`src/rtl/processor_pkg.sv`:
```
// rtl/processor_pkg.sv - opcodes, opcode classes and sequencer state encoding
package processor_pkg;

  localparam int DIV_TIMEOUT_DEFAULT = 32;

  localparam logic [3:0] OP_NOP   = 4'h0;
  localparam logic [3:0] OP_ADD   = 4'h1;
  localparam logic [3:0] OP_SUB   = 4'h2;
  localparam logic [3:0] OP_MUL   = 4'h3;
  localparam logic [3:0] OP_DIV   = 4'h4;
  localparam logic [3:0] OP_AND   = 4'h5;
  localparam logic [3:0] OP_OR    = 4'h6;
  localparam logic [3:0] OP_XOR   = 4'h7;
  localparam logic [3:0] OP_LOAD  = 4'h8;
  localparam logic [3:0] OP_STORE = 4'h9;
  localparam logic [3:0] OP_BEQZ  = 4'hA;
  localparam logic [3:0] OP_JMP   = 4'hB;
  localparam logic [3:0] OP_HALT  = 4'hF;

  typedef enum logic [3:0] {
    CLS_ALU,
    CLS_DIV,
    CLS_LOAD,
    CLS_STORE,
    CLS_BRANCH,
    CLS_JUMP,
    CLS_NOP,
    CLS_HALT,
    CLS_ILLEGAL
  } op_class_e;

  // Encoding is exported verbatim on the debug state port.
  typedef enum logic [3:0] {
    ST_IDLE     = 4'h0,
    ST_FETCH    = 4'h1,
    ST_DECODE   = 4'h2,
    ST_EXEC     = 4'h3,
    ST_DIV_WAIT = 4'h4,
    ST_MEM      = 4'h5,
    ST_WB       = 4'h6,
    ST_HALT     = 4'h7,
    ST_ERROR    = 4'h8
  } state_e;

endpackage

```
`src/rtl/opcode_class_decoder.sv`:
```
// rtl/opcode_class_decoder.sv - combinational opcode to instruction-class map
module opcode_class_decoder
  import processor_pkg::*;
(
  input  logic [3:0] opcode,
  output op_class_e  op_class
);

  always_comb begin
    op_class = CLS_ILLEGAL;
    case (opcode)
      OP_ADD, OP_SUB, OP_MUL, OP_AND, OP_OR, OP_XOR: op_class = CLS_ALU;
      OP_DIV:   op_class = CLS_DIV;
      OP_LOAD:  op_class = CLS_LOAD;
      OP_STORE: op_class = CLS_STORE;
      OP_BEQZ:  op_class = CLS_BRANCH;
      OP_JMP:   op_class = CLS_JUMP;
      OP_NOP:   op_class = CLS_NOP;
      OP_HALT:  op_class = CLS_HALT;
      default:  op_class = CLS_ILLEGAL;
    endcase
  end

endmodule

```
`src/rtl/multicycle_sequencer.sv`:
```
// rtl/multicycle_sequencer.sv - multi-cycle fetch/decode/exec/mem/wb control FSM
module multicycle_sequencer
  import processor_pkg::*;
#(
  parameter int DIV_TIMEOUT = DIV_TIMEOUT_DEFAULT,
  parameter int CNT_W       = 16
) (
  input  logic             clock,
  input  logic             reset,
  input  logic             start,
  input  logic             instr_valid,
  input  logic [3:0]       opcode,
  input  logic             div_done,
  input  logic             zero_flag,
  input  logic             error_flag,
  output logic             ir_load,
  output logic             alu_start,
  output logic             mem_signal_write,
  output logic             reg_signal_write,
  output logic             pc_enable,
  output logic             pc_sel,
  output logic             halted,
  output logic             fault,
  output logic [3:0]       state,
  output logic [CNT_W-1:0] retired
);

  localparam logic [7:0] DIV_LAST = 8'(DIV_TIMEOUT - 1);

  state_e    state_q, state_d;
  op_class_e dec_class, cls_q;
  logic [7:0] div_cnt;

  opcode_class_decoder u_decoder (
    .opcode   (opcode),
    .op_class (dec_class)
  );

  // The class is captured in DECODE so later phases do not depend on the IR holding still.
  always_ff @(posedge clock) begin
    if (reset) begin
      state_q <= ST_IDLE;
      cls_q   <= CLS_NOP;
      div_cnt <= '0;
      retired <= '0;
    end else begin
      state_q <= state_d;
      if (state_q == ST_DECODE) cls_q <= dec_class;
      div_cnt <= (state_q == ST_DIV_WAIT) ? div_cnt + 8'd1 : 8'd0;
      if (pc_enable) retired <= retired + CNT_W'(1);
    end
  end

  always_comb begin
    state_d          = state_q;
    ir_load          = 1'b0;
    alu_start        = 1'b0;
    mem_signal_write = 1'b0;
    reg_signal_write = 1'b0;
    pc_enable        = 1'b0;
    pc_sel           = 1'b0;
    case (state_q)
      ST_IDLE: if (start) state_d = ST_FETCH;
      ST_FETCH: begin
        ir_load = instr_valid;
        if (instr_valid) state_d = ST_DECODE;
      end
      ST_DECODE: begin
        case (dec_class)
          CLS_ILLEGAL: state_d = ST_ERROR;
          CLS_HALT:    state_d = ST_HALT;
          default:     state_d = ST_EXEC;
        endcase
      end
      ST_EXEC: begin
        case (cls_q)
          CLS_ALU: begin
            alu_start = 1'b1;
            state_d   = ST_WB;
          end
          CLS_DIV: begin
            alu_start = 1'b1;
            state_d   = ST_DIV_WAIT;
          end
          CLS_LOAD, CLS_STORE: state_d = ST_MEM;
          default: begin
            pc_enable = 1'b1;
            pc_sel    = (cls_q == CLS_JUMP) || ((cls_q == CLS_BRANCH) && zero_flag);
            state_d   = ST_FETCH;
          end
        endcase
      end
      // A result arriving in the last allowed cycle still beats the timeout.
      ST_DIV_WAIT: begin
        if (div_done)                 state_d = ST_WB;
        else if (div_cnt >= DIV_LAST) state_d = ST_ERROR;
      end
      ST_MEM: begin
        if (cls_q == CLS_STORE) begin
          mem_signal_write = 1'b1;
          pc_enable        = 1'b1;
          state_d          = ST_FETCH;
        end else begin
          state_d = ST_WB;
        end
      end
      ST_WB: begin
        reg_signal_write = !error_flag;
        pc_enable        = !error_flag;
        state_d          = error_flag ? ST_ERROR : ST_FETCH;
      end
      ST_HALT, ST_ERROR: state_d = state_q;
      default: state_d = ST_ERROR;
    endcase
  end

  assign state  = state_q;
  assign halted = (state_q == ST_HALT);
  assign fault  = (state_q == ST_ERROR);

endmodule

```
`config.mk`:
```
export PLATFORM = sky130hd
export DESIGN_NAME = multicycle_sequencer
export DESIGN_NICKNAME = d
export VERILOG_FILES = /design/src/rtl/processor_pkg.sv /design/src/rtl/opcode_class_decoder.sv /design/src/rtl/multicycle_sequencer.sv
export SDC_FILE = /design/constraint.sdc
export NUM_CORES = 1
export LEC_CHECK = 0
export CAP_MARGIN = 5
export CELL_PAD_IN_SITES_DETAIL_PLACEMENT = 1
export CELL_PAD_IN_SITES_GLOBAL_PLACEMENT = 2
export CORE_MARGIN = 2
export CORE_UTILIZATION = 32
export DETAILED_ROUTE_END_ITERATION = 10
export PLACE_DENSITY_LB_ADDON = 0.1
export SYNTH_ARGS = -nofsm -noshare
export SYNTH_HDL_FRONTEND = slang
export SYNTH_SLANG_ARGS = --single-unit
```
`constraint.sdc`:
```
create_clock -name clock -period 3.8 [get_ports clock]
set_input_delay 0.76 -clock clock [delete_from_list [all_inputs] [get_ports clock]]
set_output_delay 0.76 -clock clock [all_outputs]
set_load 0.01 [all_outputs]
```
==> qor.txt, run 1 <==
Slew margin rel. = 38.83%
Cell Area, Synth = 1967 um2
Reg clk slew, reported paths = 0.07 ns
Clock Skew = 0.002909 ns
GRT Overall Usage = 16.27%
Routed WL = 5.203 mm
Worst path cell trace = nor2b_1 > nand3_1 > inv_1 > clkdlybuf4s50_1
Synth top area cells = dfxtp_1 33%, nor2_1 6.3%, mux2_2 5.7%, a2111oi_4 4.2%, a21oi_1 3.8%
Maxcap violations = 0
Global-route wire length before repair = 8.459 mm
Dpl ws = 0.6901 ns
IO Count = 39
CTS Buf Count = 5
Number of synthesized flops with an enable pin = 0
Unrepaired setup endpoints after global routing = no
Compound-Gate Fraction of Synth Area = 21.56%
Share of layout cells above drive strength 1 = 10.62%
Initial antenna violation count = 0
Area Growth Syn to Fin = 26.59%
Post-CTS setup repair buffer count = 0
Sequential fraction of the synthesis area = 32.57%
Number of DRC violations after detailed-routing iteration 0 = 64
Pwr/cell area = 314.5 nW/um2
Post-DP Area = 2397 um2
Number of global-route vias before repair = 1760
CTS H-tree depth = 2
Buffers & Inverters on Critical Path = 2
Largest family of logic cells by synthesized area = simple AND/OR/NAND/NOR gates
Global placement routability congestion = 0.7124
Global route overflow = 0
DRC Markers = 0
Clock root buffer = clkbuf_8
Wire length per cell = 14.95 um
Setup violators final = 0
Syn Nets = 250
PostCTS Resize Cnt = 0
Worst Max-Slew Pin Slew = 0.9151 ns
Syn Area/Cell = 8.299 um2
Vias/cell = 5.279
Synth Area in Adders = 1.272%
Layout Nets = 285
CTS tree = yes
Gate count of the mapped netlist = 237
Final hold vios = 0
Hold buffer count at cts = 0
Die outline width = 82.40 um
Initial Util = 33.22%
Util after Layout = 42.05%
WS Path Type = register to primary output
CP max stage cell = dfxtp_1
Worst setup EP type = primary output
Mux contribution to synthesized area = 7.443%
Largest net degree at the start of global routing = 40
Clock Sinks = 32
Post-synth top cells = 33 x nor2_1, 32 x dfxtp_1, 15 x a21oi_1
Core area = 5921 um2
Synth warn = 0
Worst Hold Class = register to register
DR vias = 1837
Flop and latch count out of synthesis = 32
Final Cell Area = 2490 um2
Clock latency on the worst-skew pair = 0.29 ns
Critical Path AT = 2.42 ns
Die height = 82.40 um
Worst-path fanout max = 15
CP max stage delay = 0.65 ns
HPWL Detailed = 3.806 mm
Distinct cells, synth = 53
CTS max path bufs = 2
Min Tclk post-route = 3.176 ns
Number of placement rows = 28
Number of port buffers = 38
Post-synthesis xor/xnor area fraction = 1.336%
Max IR drop VDD = 0.0001532 V
Die area = 6790 um2
Slew Viols, Final = 0
Setup Total Neg Slack = 0 ns
Fmax = 314.9 MHz
Largest area contributor in the netlist = dfxtp_1
Required time worst endpoint = 3.04 ns
Critical Path Start Type = register
Leakage = 0.8523 nW
Status = finished clean
Post-Synth Simple-Gate Area = 29.96%
DRT Pass-1 Iters = 4
Commonest register cell after synthesis = dfxtp_1
Total power = 783.1 uW
PnR worst setup slack = 0.6245 ns
Top-count cell post-synth = nor2_1
Top-area cell type share of the netlist area = 32.57%
Delay-heaviest family, CP = buffers and inverters
Inserted Diodes = 0
Final ANT Viol Nets = 0
Asr flop ratio synth = 0%
Fraction of the cycle the final worst path needs = 83.57%
-- final timing paths --
kind	endpoint	from	slack, ns	cells after the start
hold reg to reg	div_cnt[0]	div_cnt[0]	0.45	1
setup / recovery	mem_signal_write	state[2]	0.62	4
setup reg to reg	retired[9]	state[2]	1.36	5
hold / removal	div_cnt[0]	div_cnt[0]	0.45	1
-- where the power goes --
part           internal [mW]  switching (mW)  total (mW)
Combinational         0.0680          0.0751       0.143
Sequential             0.346          0.0194       0.365
Clock                  0.144           0.130       0.275
Total                  0.558           0.225       0.783
-- cells by family after synthesis --
family,Yosys count
AOI/OAI and AO/OA,54
xor gates and xnor gates,3
adders and majority gates,2
buffers and inverters,25
DFF,32
muxes,13
and+or+nand+nor,108
-- cell type report --
| cell class | instances | area, um2 |
|---|---|---|
| Multi-Input combinational cell | 180 | 1211 |
| Fill cell | 726 | 3431 |
| Timing Repair Buffer | 42 | 410.4 |
| Sequential cell | 32 | 640.6 |
| Inverter | 11 | 41.29 |
| Clock buffer | 6 | 82.58 |
| Tap cell | 75 | 93.84 |
| Clock inverter | 2 | 10.01 |
-- state kept, by name, summed over array words and instances (netlist names) --
signal   cells
cls_q        4
div_cnt      8
retired     16
state        4
-- metal layers --
layer | track usage (%) | part of all wire (%)
met1 | 22.27 | 51
met2 | 25.32 | 46
met3 | 4.674 | 3.0
met4 | 3.500 | 0.62
met5 | 0 | 0
-- cell usage in the layout, fill, tap and decap left out, types with 4 or more instances in the layout --
cell	synthesis	layout
o21ai_0	9	9
nand3_1	12	12
and4_1	4	4
nand4_1	6	6
nor2_1	33	33
nor3_1	7	7
mux2_2	10	10
dfxtp_1	32	32
clkdlybuf4s50_1	0	38
inv_1	11	11
or3_1	5	5
a211oi_1	6	6
nand2_1	9	9
a21oi_1	15	15
buf_4	1	4
nand2b_1	5	5
clkbuf_8	0	6
nor2b_1	12	12
-- per-stage QoR --
step	instances	hold WS, ns
detailed placement	340	0.4495
global route	348	0.4706
floorplan	237	0.4175
CTS	348	0.4611
global placement	340	0.4366
finish	348	0.4521
-- worst reg2reg max path, delay by kind of cell, from the launching register on --
kind	cells	cell delay, ns
buffers and inverters	1	0.31
AND/OR/NAND/NOR	2	0.64
flip-flops	1	0.65
multiplexers	1	0.37
AO/OA/AOI/OAI	1	0.37
No activity file was read; power rests on OpenSTA's default activity.
==> run 2: changes to the inputs <==
--- a/config.mk
+++ b/config.mk
@@ -9,7 +9,7 @@
 export CELL_PAD_IN_SITES_DETAIL_PLACEMENT = 1
 export CELL_PAD_IN_SITES_GLOBAL_PLACEMENT = 2
 export CORE_MARGIN = 2
-export CORE_UTILIZATION = 32
+export CORE_UTILIZATION = 30
 export DETAILED_ROUTE_END_ITERATION = 10
 export PLACE_DENSITY_LB_ADDON = 0.1
 export SYNTH_ARGS = -nofsm -noshare
==> constraint.sdc (replaced) <==
create_clock -name clock -period 3.3 [get_ports clock]
set_input_delay 0.66 -clock clock [delete_from_list [all_inputs] [get_ports clock]]
set_output_delay 0.66 -clock clock [all_outputs]
set_load 0.01 [all_outputs]
==> run 2 against run 1 <==
  * Register-to-register slack lost 0.29 ns
  * Sequential power grew 15%
  * Clock power rose by 13%
  * Highest routed layer unchanged
  * Critical endpoint is now pc_enable
  * Core utilization fell by 2.7 points
  * Combinational power up 13%
  * Via count decreased by 0.98%
  * Hold slack improved by 0.0030 ns
  * Wire length down 0.96%
  * Cell count increased by 0.86%
  * Non-clock buffer count is 1 higher
  * Largest cell class unchanged
  * Die area grew 6.3%
==> qor.txt, run 2 (synthesis results as in run 1) <==
Die area = 7220 um2
Reg area = 640.6 um2
Initial antenna violation count = 0
Layout Nets = 286
Clock Sinks = 32
CTS Buf Count = 5
DRT Pass-1 Iters = 4
Most frequent cells in the layout = 38 x clkdlybuf4s50_1, 33 x nor2_1, 32 x dfxtp_1, 15 x a21oi_1
GRT Overall Usage = 15.22%
Wire length per cell = 14.68 um
Placed Instances = 343
Min Tclk post-route = 2.977 ns
Setup violators final = 0
Hold Path Stages = 1
PostCTS Resize Cnt = 0
Leakage = 0.8578 nW
Worst Max-Slew Pin Slew = 0.8356 ns
CTS H-tree depth = 2
Final Cell Area = 2500 um2
Final non-filler cell total = 351
Top routing layer used = met4
Post-DP Area = 2407 um2
Met2 Wirelength = 2.379 mm
Max IR drop VDD = 0.0001655 V
Max FFs per register = 16
Share of layout cells above drive strength 1 = 10.95%
Pwr/cell area = 357.2 nW/um2
Clock Skew = 0.004471 ns
Fmax = 335.9 MHz
Initial Util = 30.98%
Slew Viols, Final = 0
IO Count = 39
Global route overflow = 0
Critical Path Start Type = register
Largest net degree at the start of global routing = 39
Area Growth Syn to Fin = 27.10%
Maxcap violations = 0
Reg clk slew, reported paths = 0.07 ns
Critical Path AT = 2.32 ns
Slew margin rel. = 44.15%
Unrepaired setup endpoints after global routing = no
Global placement routability congestion = 0.7914
Worst-path fanout max = 12
Clock root buffer = clkbuf_8
HPWL Detailed = 3.807 mm
Final ANT Viol Nets = 0
Worst Hold Class = register to register
DR vias = 1819
Util after Layout = 39.37%
Worst setup EP type = primary output
Final hold vios = 0
Clock latency on the worst-skew pair = 0.28 ns
Number of global-route vias before repair = 1833
Hold buffer count at cts = 0
Commonest non-fill, non-tap cell in the layout = clkdlybuf4s50_1
Number of placement rows = 29
Fillers = 751
Top Registers = retired x16, div_cnt x8
Die height = 84.97 um
R2R Setup Slk = 1.07 ns
Status = finished clean
Multi-input combinational cell area = 1211 um2
Number of port buffers = 38
Number of DRC violations after detailed-routing iteration 0 = 78
Total power = 892.9 uW
Inserted Diodes = 0
WS Path Type = register to primary output
Worst reg2reg path depth = 5
Vias/cell = 5.182
Wl on met1 = 2.580 mm
Routed WL = 5.153 mm
Die outline width = 84.97 um
Routed met3 length = 168 um
Core area = 6350 um2
DRC Markers = 0
Post-CTS setup repair buffer count = 0
Global-route wire length before repair = 9.073 mm
Fraction of the cycle the final worst path needs = 90.21%
Required time worst endpoint = 2.64 ns
CTS tree = yes
Setup Total Neg Slack = 0 ns
Largest Register = retired
CTS max path bufs = 2
-- run 2: cell types whose count changed in the layout (fill, tap and decap cells not counted) --
cell   previous run  this run
buf_4             4         5
-- run 2: path summary, 6_finish.rpt --
check	startpoint	to
max	state[0]	pc_enable
min	div_cnt[0]	div_cnt[0]
max reg2reg	state[0]	retired[9]
min reg2reg	div_cnt[0]	div_cnt[0]
-- run 2: where the power goes --
group	internal, mW	leakage, nW	switching (mW)	total [mW]
sequential	0.398	0.258	0.0218	0.420
clock	0.166	0.0510	0.144	0.310
combinational	0.0785	0.548	0.0839	0.162
-- run 2: area by class of cell --
type | instances | area share [%]
Sequential cell | 32 | 25.63
Clock buffer | 6 | 3.303
Inverter | 11 | 1.652
Clock inverter | 2 | 0.4004
Tap cell | 77 | 3.854
Timing Repair Buffer | 43 | 16.72
Multi-Input combinational cell | 180 | 48.45
-- run 2: critical path: stages, from the launching register on --
cell	delay [ns]
dfxtp_1	0.58
and2b_1	0.33
nand3_1	0.27
buf_4	0.26
nand2_1	0.07
clkdlybuf4s50_1	0.53
-- run 2: layer usage --
layer	up-vias	track usage, %
met1	855	21.75
li1	934	-
met4	0	3.608
met2	28	23.37
met3	2	3.307
met5	-	0
-- run 2: metrics by stage --
step           hold slack [ns]  setup WS, ns
3_5_place_dp            0.4519        0.4150
6_report                0.4551        0.3231
3_3_place_gp            0.4310        0.4139
5_1_grt                 0.4951        0.1355
2_1_floorplan           0.4175         1.288
4_1_cts                 0.4689        0.2718
==> run 3: changes to the inputs <==
--- a/config.mk
+++ b/config.mk
@@ -10,6 +10,7 @@
 export CELL_PAD_IN_SITES_GLOBAL_PLACEMENT = 2
 export CORE_MARGIN = 2
 export CORE_UTILIZATION = 30
+export CTS_CLUSTER_SIZE = 12
 export DETAILED_ROUTE_END_ITERATION = 10
 export PLACE_DENSITY_LB_ADDON = 0.1
 export SYNTH_ARGS = -nofsm -noshare
==> results of run 3 <==
Final layout, timing and power as in run 2 (identical DEF).
